==> config.mk <==
export PLATFORM = sky130hd
export DESIGN_NAME = branch_resolve_flat
export DESIGN_NICKNAME = d
export VERILOG_FILES = /design/src/rtl/branch_resolve_pkg.sv /design/src/rtl/branch_resolve_if.sv /design/src/rtl/branch_resolve_hist_table.sv /design/src/rtl/branch_resolve.sv /design/src/flat_wrapper.sv
export SDC_FILE = /design/constraint.sdc
export NUM_CORES = 1
export LEC_CHECK = 0
export BUFFER_PORTS_ARGS = -buffer_cell sky130_fd_sc_hd__buf_2
export CORE_MARGIN = 2
export CORE_UTILIZATION = 25
export CTS_CLUSTER_SIZE = 28
export DETAILED_ROUTE_END_ITERATION = 6
export PLACE_DENSITY_LB_ADDON = 0.3
export SYNTH_ARGS = -nofsm -noshare
export SYNTH_HDL_FRONTEND = slang
export SYNTH_HIERARCHICAL = 1
export SYNTH_SLANG_ARGS = --single-unit
==> constraint.sdc <==
create_clock -name Clk -period 3.9 [get_ports Clk]
set_input_delay 0.585 -clock Clk [delete_from_list [all_inputs] [get_ports Clk]]
set_output_delay 0.585 -clock Clk [all_outputs]
set_load 0.05 [all_outputs]
==> src/rtl/branch_resolve_pkg.sv <==
// Shared types and helpers for the branch resolve unit: funct3 codes,
// BHT counter encoding, FSM states and the saturating counter update.
package branch_pkg;

  localparam logic [2:0] F3_BEQ  = 3'b000;
  localparam logic [2:0] F3_BNE  = 3'b001;
  localparam logic [2:0] F3_BLT  = 3'b100;
  localparam logic [2:0] F3_BGE  = 3'b101;
  localparam logic [2:0] F3_BLTU = 3'b110;
  localparam logic [2:0] F3_BGEU = 3'b111;

  typedef enum logic [1:0] {
    SNT = 2'b00,
    WNT = 2'b01,
    WT  = 2'b10,
    ST  = 2'b11
  } bht_cnt_t;

  typedef enum logic {
    S_INIT = 1'b0,
    S_RUN  = 1'b1
  } br_state_t;

  function automatic bht_cnt_t sat_update(bht_cnt_t cnt, logic taken);
    bht_cnt_t res;
    res = cnt;
    if (taken) begin
      if (cnt != ST) res = bht_cnt_t'(cnt + 2'd1);
    end else begin
      if (cnt != SNT) res = bht_cnt_t'(cnt - 2'd1);
    end
    return res;
  endfunction

  // 010 and 011 are the only encodings with no conditional branch behind them.
  function automatic logic f3_legal(logic [2:0] f3);
    return (f3[2:1] != 2'b01);
  endfunction

endpackage

==> src/rtl/branch_resolve_if.sv <==
// Bundle of prediction, resolution and comparator signals around branch_resolve.
interface branch_resolve_if #(
  parameter int DWIDTH    = 32,
  parameter int CNT_WIDTH = 32
);

  logic                 Ready;
  logic [DWIDTH-1:0]    Pred_PC;
  logic                 Pred_Taken;
  logic                 Res_Valid;
  logic [DWIDTH-1:0]    Res_PC;
  logic [2:0]           Res_Funct3;
  logic                 Res_Pred_Taken;
  logic                 Branch_Un_Ctrl;
  logic                 Branch_Equal;
  logic                 Branch_Lt;
  logic                 Branch_Taken;
  logic                 Mispredict;
  logic [CNT_WIDTH-1:0] Branch_Count;
  logic [CNT_WIDTH-1:0] Mispredict_Count;

  modport slave (
    input  Pred_PC, Res_Valid, Res_PC, Res_Funct3, Res_Pred_Taken,
           Branch_Equal, Branch_Lt,
    output Ready, Pred_Taken, Branch_Un_Ctrl, Branch_Taken, Mispredict,
           Branch_Count, Mispredict_Count
  );

  modport master (
    output Pred_PC, Res_Valid, Res_PC, Res_Funct3, Res_Pred_Taken,
           Branch_Equal, Branch_Lt,
    input  Ready, Pred_Taken, Branch_Un_Ctrl, Branch_Taken, Mispredict,
           Branch_Count, Mispredict_Count
  );

endinterface

==> src/rtl/branch_resolve_hist_table.sv <==
// 2-bit saturating branch history table with a post-reset sweep that sets
// every entry to weakly-not-taken before reporting ready.
module branch_hist_table
  import branch_pkg::*;
#(
  parameter int BHT_DEPTH = 64,
  parameter int IDX_W     = $clog2(BHT_DEPTH)
) (
  input  logic             Clk,
  input  logic             Reset,
  input  logic [IDX_W-1:0] rd_idx,
  output bht_cnt_t         rd_cnt,
  input  logic             wr_en,
  input  logic [IDX_W-1:0] wr_idx,
  input  logic             wr_taken,
  output logic             ready
);

  br_state_t        state_q, state_d;
  logic [IDX_W-1:0] init_idx_q, init_idx_d;
  bht_cnt_t         bht_q [BHT_DEPTH];
  bht_cnt_t         bht_d [BHT_DEPTH];

  always_comb begin
    state_d    = state_q;
    init_idx_d = init_idx_q;
    bht_d      = bht_q;
    case (state_q)
      S_INIT: begin
        bht_d[init_idx_q] = WNT;
        init_idx_d        = init_idx_q + IDX_W'(1);
        if (init_idx_q == IDX_W'(BHT_DEPTH - 1)) state_d = S_RUN;
      end
      S_RUN: begin
        if (wr_en) bht_d[wr_idx] = sat_update(bht_q[wr_idx], wr_taken);
      end
      default: state_d = S_INIT;
    endcase
  end

  always_ff @(posedge Clk) begin
    if (Reset) begin
      state_q    <= S_INIT;
      init_idx_q <= '0;
    end else begin
      state_q    <= state_d;
      init_idx_q <= init_idx_d;
    end
  end

  // Table contents are never reset; the init sweep rebuilds them.
  always_ff @(posedge Clk) begin
    bht_q <= bht_d;
  end

  // Asynchronous read sees the pre-edge value on a same-index write.
  assign rd_cnt = bht_q[rd_idx];
  assign ready  = (state_q == S_RUN);

endmodule

==> src/rtl/branch_resolve.sv <==
// Resolves conditional branches from comparator flags, trains the BHT,
// flags mispredictions and counts branches and mispredicts.
module branch_resolve
  import branch_pkg::*;
#(
  parameter int DWIDTH    = 32,
  parameter int BHT_DEPTH = 64,
  parameter int CNT_WIDTH = 32
) (
  input  logic             Clk,
  input  logic             Reset,
  branch_resolve_if.slave  bus
);

  localparam int IDX_W = $clog2(BHT_DEPTH);

  logic [IDX_W-1:0]     pred_idx;
  logic [IDX_W-1:0]     res_idx;
  bht_cnt_t             pred_cnt;
  logic                 ready;
  logic                 taken;
  logic                 legal;
  logic                 upd;
  logic                 misp;
  logic [CNT_WIDTH-1:0] br_cnt_q, br_cnt_d;
  logic [CNT_WIDTH-1:0] mp_cnt_q, mp_cnt_d;
  logic                 unused_pc_bits;

  assign pred_idx       = bus.Pred_PC[IDX_W+1:2];
  assign res_idx        = bus.Res_PC[IDX_W+1:2];
  assign unused_pc_bits = ^{bus.Pred_PC, bus.Res_PC};

  branch_hist_table #(
    .BHT_DEPTH (BHT_DEPTH),
    .IDX_W     (IDX_W)
  ) u_bht (
    .Clk      (Clk),
    .Reset    (Reset),
    .rd_idx   (pred_idx),
    .rd_cnt   (pred_cnt),
    .wr_en    (upd),
    .wr_idx   (res_idx),
    .wr_taken (taken),
    .ready    (ready)
  );

  always_comb begin
    taken = 1'b0;
    case (bus.Res_Funct3)
      F3_BEQ:           taken = bus.Branch_Equal;
      F3_BNE:           taken = !bus.Branch_Equal;
      F3_BLT, F3_BLTU:  taken = bus.Branch_Lt;
      F3_BGE, F3_BGEU:  taken = !bus.Branch_Lt;
      default:          taken = 1'b0;
    endcase
  end

  always_comb begin
    legal    = f3_legal(bus.Res_Funct3);
    upd      = bus.Res_Valid & ready & legal;
    misp     = upd & (taken != bus.Res_Pred_Taken);
    br_cnt_d = br_cnt_q + CNT_WIDTH'(upd);
    mp_cnt_d = mp_cnt_q + CNT_WIDTH'(misp);
  end

  always_ff @(posedge Clk) begin
    if (Reset) begin
      br_cnt_q <= '0;
      mp_cnt_q <= '0;
    end else begin
      br_cnt_q <= br_cnt_d;
      mp_cnt_q <= mp_cnt_d;
    end
  end

  assign bus.Ready            = ready;
  assign bus.Pred_Taken       = ready & pred_cnt[1];
  assign bus.Branch_Un_Ctrl   = bus.Res_Funct3[1];
  assign bus.Branch_Taken     = taken;
  assign bus.Mispredict       = misp;
  assign bus.Branch_Count     = br_cnt_q;
  assign bus.Mispredict_Count = mp_cnt_q;

endmodule

==> src/flat_wrapper.sv <==
// flat-port wrapper written by rule: the top's interface ports become plain ports
module branch_resolve_flat import branch_pkg::*;
#(
  parameter int DWIDTH    = 32,
  parameter int BHT_DEPTH = 64,
  parameter int CNT_WIDTH = 32
)
  (Clk, Reset, bus_Pred_PC, bus_Res_Valid, bus_Res_PC, bus_Res_Funct3, bus_Res_Pred_Taken, bus_Branch_Equal, bus_Branch_Lt, bus_Ready, bus_Pred_Taken, bus_Branch_Un_Ctrl, bus_Branch_Taken, bus_Mispredict, bus_Branch_Count, bus_Mispredict_Count);
  branch_resolve_if #(.DWIDTH(DWIDTH), .CNT_WIDTH(CNT_WIDTH)) bus_i ();
  input  logic Clk;
  input  logic Reset;
  input wire logic [$bits(bus_i.Pred_PC)-1:0] bus_Pred_PC;
  input wire logic [$bits(bus_i.Res_Valid)-1:0] bus_Res_Valid;
  input wire logic [$bits(bus_i.Res_PC)-1:0] bus_Res_PC;
  input wire logic [$bits(bus_i.Res_Funct3)-1:0] bus_Res_Funct3;
  input wire logic [$bits(bus_i.Res_Pred_Taken)-1:0] bus_Res_Pred_Taken;
  input wire logic [$bits(bus_i.Branch_Equal)-1:0] bus_Branch_Equal;
  input wire logic [$bits(bus_i.Branch_Lt)-1:0] bus_Branch_Lt;
  output wire logic [$bits(bus_i.Ready)-1:0] bus_Ready;
  output wire logic [$bits(bus_i.Pred_Taken)-1:0] bus_Pred_Taken;
  output wire logic [$bits(bus_i.Branch_Un_Ctrl)-1:0] bus_Branch_Un_Ctrl;
  output wire logic [$bits(bus_i.Branch_Taken)-1:0] bus_Branch_Taken;
  output wire logic [$bits(bus_i.Mispredict)-1:0] bus_Mispredict;
  output wire logic [$bits(bus_i.Branch_Count)-1:0] bus_Branch_Count;
  output wire logic [$bits(bus_i.Mispredict_Count)-1:0] bus_Mispredict_Count;
  assign bus_i.Pred_PC = bus_Pred_PC;
  assign bus_i.Res_Valid = bus_Res_Valid;
  assign bus_i.Res_PC = bus_Res_PC;
  assign bus_i.Res_Funct3 = bus_Res_Funct3;
  assign bus_i.Res_Pred_Taken = bus_Res_Pred_Taken;
  assign bus_i.Branch_Equal = bus_Branch_Equal;
  assign bus_i.Branch_Lt = bus_Branch_Lt;
  assign bus_Ready = bus_i.Ready;
  assign bus_Pred_Taken = bus_i.Pred_Taken;
  assign bus_Branch_Un_Ctrl = bus_i.Branch_Un_Ctrl;
  assign bus_Branch_Taken = bus_i.Branch_Taken;
  assign bus_Mispredict = bus_i.Mispredict;
  assign bus_Branch_Count = bus_i.Branch_Count;
  assign bus_Mispredict_Count = bus_i.Mispredict_Count;
  branch_resolve #(.DWIDTH(DWIDTH), .BHT_DEPTH(BHT_DEPTH), .CNT_WIDTH(CNT_WIDTH)) u_core (.Clk(Clk), .Reset(Reset), .bus(bus_i));
endmodule
== Yosys cells after proc, flatten, opt, wreduce, memory -nomap -nowiden ==
Cells that the tools add are included.

* Register bits after elaboration: 199
* Input bits: 73
* Output and inout bits: 69
* Logic and storage cells: 128

* $add $sub $neg: 5
* Order comparisons: 5
* Equal/unequal tests: 10
* Muxes and demuxes: 21
* Bitwise operators: 11
* Reductions and logical operators: 8

{| class="wikitable"
|+ Operators by type and width
! cell !! number
|-
| $pmux 128 s2 || 1
|-
| $bwmux 128 || 1
|-
| $mux 128 || 1
|-
| $add 32x1->32 || 2
|-
| $and 64x64->64 || 1
|-
| $not 64->64 || 1
|-
| $or 64x64->64 || 1
|-
| $bmux 2 s6 || 2
|-
| $demux 2 s6 || 2
|-
| $mux 2 || 11
|-
| $ge 7x7->1 const B || 3
|-
| $not 6->7 || 3
|-
| $lt 7x1->1 const B || 2
|-
| $eq 3x3->1 const B || 4
|-
| $add 6x1->6 const B || 1
|-
| $eq 6x6->1 const B || 1
|-
| $and 1x1->1 || 4
|-
| $ne 2x2->1 const B || 2
|-
| $pmux 1 s4 || 1
|-
| $reduce_or 2->1 || 2
|-
| $eq 3x1->1 const B || 1
|-
| $logic_not 3->1 || 1
|-
| $add 2x1->2 const B || 1
|-
| $logic_and 1x1->1 || 2
|-
| other kinds (7) || 9
|}

== Logic depth before layout (Yosys ltp) ==
Gate-level depths: netlist of the first run.

* Word-level depth: 12
* Gate-level depth with buffers: 13

== Modules after synthesis ==
Netlist of the first run, hierarchy kept.

{| class="wikitable"
|+ By module, submodules not included
! module !! instances !! cells each !! area each (sq um) !! seq. area each (sq um)
|-
| branch_hist_table || 1 || 1162 || 10273.6 || 3983.8
|-
| branch_resolve || 1 || 324 || 2870.3 || 1281.2
|}

== Worst setup path after synthesis of the first run ==
No wires, ideal clock.

* Kind: input-to-reg
* From: input bus_Branch_Lt
* To: register u_core.mp_cnt_q[31] (netlist: u_core/bus.Mispredict_Count[31])
* Setup time: 70 ps
* Arrival: 4212 ps
* Data required time: 3830 ps
* Path slack: -382 ps
* Cell stages on the path: 12
* Buffers on the path: 2
* Path through: xnor2_1 > o21ai_0 > xor2_1 > and2_1 > ha_1 > and3_1 > buf_4 > and4bb_1 > buf_6 > nand3_4 > or4_1 > a21oi_1

* Cells in the longest elaborated chain, start to end: 5

{| class="wikitable"
|+ Ends and longest elaborated chain
! item !! line !! RTL
|-
| from (decl) || flat_wrapper.sv:18 || <nowiki>input wire logic [$bits(bus_i.Branch_Lt)-1:0] bus_Branch_Lt;</nowiki>
|-
| $logic_not 1->1 || branch_resolve.sv:53 || <nowiki>F3_BGE, F3_BGEU: taken = !bus.Branch_Lt;</nowiki>
|-
| $pmux 1 s4 (*) || branch_resolve.sv:49 || <nowiki>case (bus.Res_Funct3)</nowiki>
|-
| named net bus_Branch_Taken || flat_wrapper.sv:22 || <nowiki>output wire logic [$bits(bus_i.Branch_Taken)-1:0] bus_Branch_Taken;</nowiki>
|-
| $ne 1x1->1 (*) || branch_resolve.sv:61 || <nowiki>misp = upd & (taken != bus.Res_Pred_Taken);</nowiki>
|-
| $and 1x1->1 (*) || branch_resolve.sv:61 ||
|-
| named net bus_Mispredict || flat_wrapper.sv:23 || <nowiki>output wire logic [$bits(bus_i.Mispredict)-1:0] bus_Mispredict;</nowiki>
|-
| $add 32x1->32 (*) || branch_resolve.sv:63 || <nowiki>mp_cnt_d = mp_cnt_q + CNT_WIDTH'(misp);</nowiki>
|-
| to (signal assigned) || branch_resolve.sv:72 || <nowiki>mp_cnt_q <= mp_cnt_d;</nowiki>
|-
| to (decl) || branch_resolve.sv:26 || <nowiki>logic [CNT_WIDTH-1:0] mp_cnt_q, mp_cnt_d;</nowiki>
|}

The timed path passes the listed nets; every way through them passes the cells marked *.
A chain may end at the register's enable or synchronous reset.

== Final worst setup path of the first run ==
* From: register u_core/u_bht/bht_q[51] in the netlist's numbering
* To: output bus_Pred_Taken

* Cells in the longest elaborated chain, start to end: 4

{| class="wikitable"
|+ Ends and longest elaborated chain
! item !! line !! RTL
|-
| from (decl) || branch_resolve_hist_table.sv:21 || <nowiki>bht_cnt_t bht_q [BHT_DEPTH];</nowiki>
|-
| from (signal assigned) || branch_resolve_hist_table.sv:53 || <nowiki>bht_q <= bht_d;</nowiki>
|-
| $bmux 2 s6 || branch_resolve_hist_table.sv:57 || <nowiki>assign rd_cnt = bht_q[rd_idx];</nowiki>
|-
| $mux 2 (implied by the code) (2 in series) || branch_resolve_hist_table.sv:57 ||
|-
| named net u_core.pred_cnt[1] || branch_resolve.sv:19 || <nowiki>bht_cnt_t pred_cnt;</nowiki>
|-
| $and 1x1->1 || branch_resolve.sv:77 || <nowiki>assign bus.Pred_Taken = ready & pred_cnt[1];</nowiki>
|-
| to (decl) || flat_wrapper.sv:20 || <nowiki>output wire logic [$bits(bus_i.Pred_Taken)-1:0] bus_Pred_Taken;</nowiki>
|}

The timed path passes the listed nets, and every way through them passes these cells. The select of a mux whose other input is x is not followed.

==> results of run 1 <==
## critical path, cell delays in order, from the launching register on
cell      delay (ns)
edfxtp_1        0.51
mux4_2          0.55
mux4_2          0.49
mux4_2          0.52
and2_1          0.18
buf_2           0.21
## stage by stage
stage | util | hold slack, ns | cell area (um^2)
floorplan | - | 0.538 | 12700
global placement | 0.278 | 0.461 | 13900
detailed placement | 0.278 | 0.470 | 13900
CTS | 0.289 | 0.480 | 14500
global route | 0.289 | 0.488 | 14500
finish | 0.289 | 0.479 | 14500
## area by class of cell
class | count | area, um^2
inverter | 16 | 60.1
fill | 5382 | 35600
tap | 672 | 841
timing repair buffer | 145 | 991
multi-input combinational | 1106 | 6740
clock inverter | 14 | 124
clock buffer | 18 | 450
sequential | 199 | 5270
## routing by layer
layer | GRT usage | up-vias | share of wire
met1 | 0.243 | 5838 | 0.45
met2 | 0.248 | 622 | 0.42
li1 | - | 5468 | -
met5 | 0 | - | 0.00026
met3 | 0.0376 | 78 | 0.092
met4 | 0.0572 | 2 | 0.029
## registers in the layout (all words and copies together) (netlist names)
signal / cells
u_core/bus.Branch_Count: 32
u_core/bus.Mispredict_Count: 32
u_core/u_bht/bht_q: 128
u_core/u_bht/init_idx_q: 6
u_core/u_bht/ready: 1
## power by group
| group | total [W] | internal, W | switching, W |
|---|---|---|---|
| logic | 0.00108 | 0.000409 | 0.000672 |
| clock network | 0.00180 | 0.000883 | 0.000918 |
| registers | 0.00267 | 0.00249 | 0.000185 |
## worst paths after layout
check | start | endpoint | slack (ns) | depth (start not counted)
setup / recovery | u_core/u_bht/bht_q[51]$_DFFE_PP_ | bus_Pred_Taken | 0.40 | 5
setup reg to reg | u_core/u_bht/bht_q[121]$_DFFE_PP_ | u_core/u_bht/bht_q[14]$_DFFE_PP_ | 0.90 | 10
hold / removal | u_core/bus.Mispredict_Count[31]$_SDFF_PP0_ | u_core/bus.Mispredict_Count[31]$_SDFF_PP0_ | 0.48 | 2
hold reg to reg | u_core/bus.Mispredict_Count[31]$_SDFF_PP0_ | u_core/bus.Mispredict_Count[31]$_SDFF_PP0_ | 0.48 | 2
==> summary.md, run 1 <==
| Metric | Value |
|---|---|
| Placement Setup Slack | 0.340 ns |
| Initial antenna violation count | 1 |
| Final WL | 45.5 mm |
| Routed WL per cell | 20.9 um |
| Placed Instances | 2138 |
| Setup TNS | 0 ns |
| Core Area | 50100 um^2 |
| Die span in y | 229 um |
| Crit path time final | 3.50 ns |
| FMAX | 0.286 GHz |
| Routability cong. | 0.880 |
| CTS Buffer Depth | 2 |
| Crit end category | primary output |
| Startpoint Class | flip-flop |
| Clock Sink Count | 199 |
| DR iter-0 viols | 1631 |
| CTS buffer count | 17 |
| Status | complete, no violations |
| Antenna Cells | 0 |
| Row count | 82 |
| DP Wirelength | 29.9 mm |
| Leakage | 4.79 nW |
| Mapped cell area | 12700 um^2 |
| Root Buffer | clkbuf_16 |
| Pre-antenna DRT Iters | 6 |
| CTS clk-pin slew, worst paths | 0.08 ns |
| Die Area | 52500 um^2 |
| Max transition margin | 0.301 |
| Final hold vios | 0 |
| Latest clock arrival within the worst-skew pair | 0.47 ns |
| Total grt overflow | 0 |
| Via count | 12000 |
| RSZ-0062 raised after global routing | no |
| # H-tree levels | 4 |
| Die W | 229 um |
| Commonest non-fill, non-tap cell in the layout | nor2_1 |
| Post-route DRC | 0 |
| CP arrival | 2.91 ns |
| Max Slew Vio Count | 0 |
| Final instance count without filler cells | 2170 |
| Setup Skew | 0.0152 ns |
| PD cells | 384 nW/um^2 |
| Commonest non-fill, non-tap cells in the layout | nor2_1 (228), nand2_1 (131), edfxtp_1 (128) |
| Layout cells sized above 1 | 0.159 |
| Ys Warns | 6 |
| Crit Path Class | flip-flop to primary output |
| Io pins | 142 |
| CTS tree | built |
| Period utilization | 0.896 |
| Post-CTS sizing | 0 |
| Port buffer count | 89 |
| Final setup fails | 0 |
| Gr usage total | 0.169 |
| Syn_area_per_cell | 8.65 um^2 |
| Syn nets | 1544 |
| Post-Synthesis Cells | 1465 |
| Worst slew pin tran | 1.04 ns |
| Area growth, synth to finish | 14.2% |
| Min-Delay Path Class | flip-flop to flip-flop |
| Detail Route Antenna Nets | 0 |
| Max cap viols | 0 |
| Maximum vdd drop | 0.335 mV |
| Total power | 0.00556 W |
| First-pass GRT wire length | 68.4 mm |
| CTS Hold Buffers Added | 0 |
| Vias per cell | 5.53 |
| Total Nets Final | 1564 |
| Required @ worst endpoint | 3.31 ns |
| Initial core utilization | 0.253 |
| Setup WS post-layout | 0.404 ns |
| Buffer count from post-CTS setup fixing | 0 |
| CP Max Fanout | 3 |
| Largest net degree at the start of global routing | 209 |
| Number of global-route vias before repair | 10900 |
Power figures use the tool's default switching activity.
==> run 2: changes to the inputs <==
- CTS_BUF_LIST: default -> sky130_fd_sc_hd__clkbuf_4 sky130_fd_sc_hd__clkbuf_8
==> summary.md, run 2 (synthesis results as in run 1) <==
| Metric | Value |
|---|---|
| Status | complete, no violations (unchanged) |
| Total grt overflow | 0 (unchanged) |
| Final setup fails | 0 (unchanged) |
| CTS tree | built (unchanged) |
| DP Wirelength | 29.9 mm (unchanged) |
| Port buffer count | 89 (unchanged) |
| RSZ-0062 raised after global routing | no (unchanged) |
| Setup TNS | 0 ns (unchanged) |
| Pre-antenna DRT Iters | 7 (was 6) |
| Period utilization | 0.914 (was 0.896) |
| Root Buffer | clkbuf_8 (was clkbuf_16) |
| Slowest cell on the critical path | mux4_2 (unchanged) |
| Crit path time final | 3.56 ns (was 3.50 ns) |
| Total Nets Final | 1564 (unchanged) |
| Routed WL per cell | 20.9 um (about the same) |
| Post-route DRC | 0 (unchanged) |
| Top delay family on crit path | multiplexers (unchanged) |
| Post-CTS sizing | 0 (unchanged) |
| Final instance count without filler cells | 2171 (was 2170) |
| Max stage delay on crit path | 0.54 ns (was 0.55 ns) |
| Maximum vdd drop | 0.234 mV (was 0.335 mV) |
| Latest clock arrival within the worst-skew pair | 0.53 ns (was 0.47 ns) |
| Crit path cell chain | mux4_2, mux4_2, mux4_2, and2_1, buf_2 (unchanged) |
| Detail Route Antenna Nets | 0 (unchanged) |
| Die W | 229 um (unchanged) |
| Core Area | 50100 um^2 (unchanged) |
| CTS buffer count | 17 (unchanged) |
| Max reg flops | 128 (unchanged) |
| Buffer count from post-CTS setup fixing | 0 (unchanged) |
| DR iter-0 viols | 1455 (was 1631) |
| Gr usage total | 0.169 (about the same) |
| Biggest register | u_core/u_bht/bht_q (unchanged) |
| Setup Skew | 0.0250 ns (was 0.0152 ns) |
| CTS Buffer Depth | 2 (unchanged) |
| Commonest non-fill, non-tap cells in the layout | nor2_1 (228), nand2_1 (131), edfxtp_1 (128) (unchanged) |
| CTS Hold Buffers Added | 0 (unchanged) |
| Io pins | 142 (unchanged) |
| FMAX | 0.281 GHz (was 0.286 GHz) |
| Final hold vios | 0 (unchanged) |
| Clock Sink Count | 199 (unchanged) |
| CP dominant cell by count | mux4_2 (unchanged) |
| Crit Path Class | flip-flop to primary output (unchanged) |
| PD cells | 360 nW/um^2 (was 384 nW/um^2) |
| Die span in y | 229 um (unchanged) |
| Largest net degree at the start of global routing | 209 (unchanged) |
| Placement Setup Slack | 0.340 ns (unchanged) |
| Commonest non-fill, non-tap cell in the layout | nor2_1 (unchanged) |
| Crit path launch | u_core/u_bht/bht_q[27]$_DFFE_PP_ (was u_core/u_bht/bht_q[51]$_DFFE_PP_) |
| CTS clk-pin slew, worst paths | 0.12 ns (was 0.08 ns) |
| Area growth, synth to finish | 12.8% (was 14.2%) |
| Worst slew pin tran | 1.06 ns (was 1.04 ns) |
| CP arrival | 2.98 ns (was 2.91 ns) |
| Row count | 82 (unchanged) |
| Leakage | 4.70 nW (was 4.79 nW) |
| Initial core utilization | 0.253 (unchanged) |
| Initial antenna violation count | 1 (unchanged) |
| Util after Layout | 0.285 (was 0.289) |
| R2r setup slk | 0.92 ns (was 0.90 ns) |
| Vias per cell | 5.52 (was 5.53) |
| Min-Delay Path Class | flip-flop to flip-flop (unchanged) |
| Number of global-route vias before repair | 10900 (about the same) |
| # H-tree levels | 4 (unchanged) |
| Die Area | 52500 um^2 (unchanged) |
| First-pass GRT wire length | 68.2 mm (was 68.4 mm) |
| Max Slew Vio Count | 0 (unchanged) |
| Max transition margin | 0.290 (was 0.301) |
| Max cap viols | 0 (unchanged) |
| Hold Startpoint | u_core/bus.Mispredict_Count[31]$_SDFF_PP0_ (unchanged) |
| Worst R2R Start | u_core/u_bht/bht_q[121]$_DFFE_PP_ (unchanged) |
| Layout cells sized above 1 | 0.159 (unchanged) |
| Startpoint Class | flip-flop (unchanged) |
| Via count | 12000 (about the same) |
| Total power | 0.00514 W (was 0.00556 W) |
| Required @ worst endpoint | 3.31 ns (about the same) |
| Worst Path Buf+Inv | 1 (unchanged) |
| Crit end category | primary output (unchanged) |
| Final WL | 45.3 mm (was 45.5 mm) |
| CP Max Fanout | 3 (unchanged) |
| Placed Instances | 2138 (unchanged) |
| Setup WS post-layout | 0.336 ns (was 0.404 ns) |
| Routability cong. | 0.880 (unchanged) |
==> run 2: final cells by class <==
| cell class | instances | area (um^2) |
|---|---|---|
| Tap cell | 672 | 841 |
| Clock buffer | 17 | 234 |
| Clock inverter | 15 | 154 |
| Multi-Input combinational cell | 1106 | 6740 |
| Sequential cell | 199 | 5270 |
| Inverter | 16 | 60.1 |
| Timing Repair Buffer | 145 | 991 |
| Antenna cell | 1 | 2.50 |
| Fill cell | 5403 | 35800 |
==> run 2: per-layer routing <==
metal | track usage | vias up | part of all wire
met2 | 0.248 | 601 | 0.43
met4 | 0.0574 | 2 | 0.026
met1 | 0.242 | 5838 | 0.46
met3 | 0.0377 | 61 | 0.093
li1 | - | 5478 | -
met5 | 0 | - | 0.00027
==> run 2: stage by stage <==
| stage | hold slack, ns | area, um^2 |
|---|---|---|
| 2_1_floorplan | 0.538 | 12700 |
| 3_3_place_gp | 0.461 | 13900 |
| 3_5_place_dp | 0.470 | 13900 |
| 4_1_cts | 0.485 | 14300 |
| 5_1_grt | 0.494 | 14300 |
| 6_report | 0.484 | 14300 |
==> run 2: path summary, 6_finish.rpt <==
check,endpoint,cells past startpoint
setup / recovery,bus_Pred_Taken,5
hold / removal,u_core/bus.Mispredict_Count[31]$_SDFF_PP0_,2
setup reg to reg,u_core/u_bht/bht_q[8]$_DFFE_PP_,10
hold reg to reg,u_core/bus.Mispredict_Count[31]$_SDFF_PP0_,2
==> run 2: tightest hold or removal path: cells and delay by family, from the launching register on <==
family / cells / cell delay (ns)
AOI/OAI and AO/OA: 2 / 0.11
DFF: 1 / 0.34
==> run 2: where the power goes <==
group | leakage [nW] | switching [W] | internal, W
clock network | 0.199 | 0.000862 | 0.000531
logic | 2.54 | 0.000669 | 0.000409
registers | 1.97 | 0.000183 | 0.00249
==> run 3: changes to the inputs <==
- GPL_TIMING_DRIVEN: default -> 0
==> summary.md, run 3 (synthesis results as in run 1) <==
| Metric | Value |
|---|---|
| # H-tree levels | 4 (unchanged) |
| Die Area | 52500 um^2 (unchanged) |
| Layout cells sized above 1 | 0.138 (was 0.159) |
| Max cap viols | 0 (unchanged) |
| CP arrival | 4.31 ns (was 2.98 ns) |
| Total grt overflow | 0 (unchanged) |
| Comb pwr share | 0.228 (was 0.210) |
| Total Nets Final | 1649 (was 1564) |
| Required @ worst endpoint | 4.27 ns (was 3.31 ns) |
| Port buffer count | 86 (was 89) |
| CTS tree | built (unchanged) |
| Top delay family on crit path | simple AND/OR/NAND/NOR gates (was multiplexers) |
| Die W | 229 um (unchanged) |
| CTS clk-pin slew, worst paths | 0.11 ns (was 0.12 ns) |
| Setup Skew | 0.0287 ns (was 0.0250 ns) |
| Root Buffer | clkbuf_8 (unchanged) |
| Area growth, synth to finish | 13.1% (was 12.8%) |
| Filler cells | 5549 (was 5403) |
| Maximum vdd drop | 0.181 mV (was 0.234 mV) |
| Max transition margin | 0.0240 (was 0.290) |
| CP Max Fanout | 10 (was 3) |
| Initial core utilization | 0.253 (unchanged) |
| Max stage delay on crit path | 1.17 ns (was 0.54 ns) |
| Status | finished with violations (was complete, no violations) |
| Pre-antenna DRT Iters | 7 (unchanged) |
| Min-Delay Path Class | input pin to flip-flop (was flip-flop to flip-flop) |
| Core Area | 50100 um^2 (unchanged) |
| Worst slew pin tran | 1.46 ns (was 1.06 ns) |
| Startpoint Class | input pin (was flip-flop) |
| DR iter-0 viols | 2208 (was 1455) |
| Gr usage total | 0.242 (was 0.169) |
| FMAX | 0.253 GHz (was 0.281 GHz) |
| Util after Layout | 0.286 (was 0.285) |
| Biggest register | u_core/u_bht/bht_q (unchanged) |
| R2r setup slk | 0.04 ns (was 0.92 ns) |
| Post-route DRC | 0 (unchanged) |
| Max reg flops | 128 (unchanged) |
| Crit path time final | 3.95 ns (was 3.56 ns) |
| Detail Route Antenna Nets | 0 (unchanged) |
| Reg power frac | 0.511 (was 0.519) |
| Final hold vios | 0 (unchanged) |
| Leakage | 4.67 nW (was 4.70 nW) |
| Commonest non-fill, non-tap cell in the layout | nor2_1 (unchanged) |
| Row count | 82 (unchanged) |
| Switching pwr | 0.00192 W (was 0.00172 W) |
| Commonest non-fill, non-tap cells in the layout | nor2_1 (228), nand2_1 (131), edfxtp_1 (128) (unchanged) |
| Io pins | 142 (unchanged) |
| Die span in y | 229 um (unchanged) |
| Period utilization | 1.01 (was 0.914) |
| Max Slew Vio Count | 0 (unchanged) |
| Crit Path Class | input pin to flip-flop (was flip-flop to primary output) |
| Cell Int Power | 0.00340 W (was 0.00343 W) |
| Hold path depth | 2 (unchanged) |
| Setup WS post-layout | -0.0462 ns (was 0.336 ns) |
| Vias per cell | 6.03 (was 5.52) |
| DP Wirelength | 46.1 mm (was 29.9 mm) |
| Post-DP Area | 13900 um^2 (about the same) |
| Failing checks | negative setup slack |
| Final Cell Area | 14300 um^2 (about the same) |
| Register Area | 5270 um^2 (about the same) |
| FF-to-FF path depth | 4 (was 10) |
| RSZ-0062 raised after global routing | no (unchanged) |
| PD cells | 371 nW/um^2 (was 360 nW/um^2) |
| Routed WL per cell | 28.7 um (was 20.9 um) |
| Routability cong. | 1.06 (was 0.880) |
| Clock Sink Count | 199 (unchanged) |
| First-pass GRT wire length | 91.9 mm (was 68.2 mm) |
| Crit path cell chain | buf_2, buf_6, nor3b_2, a22oi_1, a31oi_1, nor3_1, nand4_1, buf_2, buf_1, nand3_1, a31oi_1 (was mux4_2, mux4_2, mux4_2, and2_1, buf_2) |
| Final WL | 64.7 mm (was 45.3 mm) |
| Number of global-route vias before repair | 12800 (was 10900) |
| Crit. path cell count | 11 (was 5) |
| CTS Hold Buffers Added | 0 (unchanged) |
| Latest clock arrival within the worst-skew pair | 0.56 ns (was 0.53 ns) |
| Slowest cell on the critical path | nor3b_2 (was mux4_2) |
| Via count | 13600 (was 12000) |
| Crit end category | flip-flop (was primary output) |
| CTS buffer count | 17 (unchanged) |
| Worst Path Buf+Inv | 4 (was 1) |
| Initial antenna violation count | 2 (was 1) |
| Clk pwr share | 0.261 (was 0.271) |
| Final setup fails | 3 (was 0) |
| Area of the multi-input gates | 6730 um^2 (was 6740 um^2) |
| CTS Buffer Depth | 2 (unchanged) |
| Largest net degree at the start of global routing | 18 (was 209) |
| Buffer count from post-CTS setup fixing | 0 (unchanged) |
| Net Sw Frac | 0.361 (was 0.333) |
run 3: cell types whose count changed in the layout (fill, tap and decap cells not counted), moves of 2 or more:
cell	delta
buf_2	+23
inv_8	-3
buf_6	+2
clkinv_2	+3
clkbuf_1	+92
clkbuf_2	+3
buf_1	+11
buf_4	-36
buf_12	-10
run 3: worst paths after layout:
check | start | to
worst max-delay path | bus_Res_PC[3] | u_core/u_bht/bht_q[126]$_DFFE_PP_
worst min-delay path | Reset | u_core/u_bht/init_idx_q[2]$_SDFFE_PP0N_
worst max register to register | u_core/u_bht/ready$_SDFF_PP0_ | u_core/u_bht/bht_q[59]$_DFFE_PP_
worst min register to register | u_core/bus.Mispredict_Count[31]$_SDFF_PP0_ | u_core/bus.Mispredict_Count[31]$_SDFF_PP0_
run 3: through the flow:
stage                     std cells  setup slack [ns]  total power, W  setup TNS [ns]  hold slack (ns)
after floorplan                1465             0.107         0.00331               0            0.538
after global placement         2223            -0.657         0.00387          -44.56            0.461
after global routing           2255            0.0156         0.00545               0            0.284
after detailed placement       2223            -0.678         0.00388          -42.39            0.478
final                          2256           -0.0462         0.00532         -0.0485            0.296
after CTS                      2255            0.0233         0.00526               0            0.268
run 3: per-layer routing:
metal	track usage	up-vias	part of all wire
met5	0	-	0.00014
met4	0.146	2	0.063
met3	0.0899	233	0.14
met2	0.336	1145	0.40
met1	0.316	6590	0.40
li1	-	5636	-
run 3: power by group through the flow:
stage	Clock (W)	Sequential (W)	Combinational (W)
2_1_floorplan	0	0.00261	0.000702
3_3_place_gp	0	0.00274	0.00114
3_5_place_dp	0	0.00274	0.00114
4_1_cts	0.00142	0.00269	0.00114
5_1_grt	0.00150	0.00272	0.00123
6_report	0.00139	0.00272	0.00121
run 3: cell type report:
class / instances / area share
multi-input combinational: 1106 / 0.470
clock buffer: 19 / 0.0178
timing repair buffer: 86 / 0.0300
sequential: 199 / 0.367
clock inverter: 13 / 0.00829
tap: 672 / 0.0587
antenna: 1 / 0.000175
buffer: 144 / 0.0439
inverter: 16 / 0.00419
run 3: timing repair:
item | CTS | global route
gates cloned | 0 | 0
endpoints found under the setup margin | 3 | 26
gates resized for setup | 3 | 6
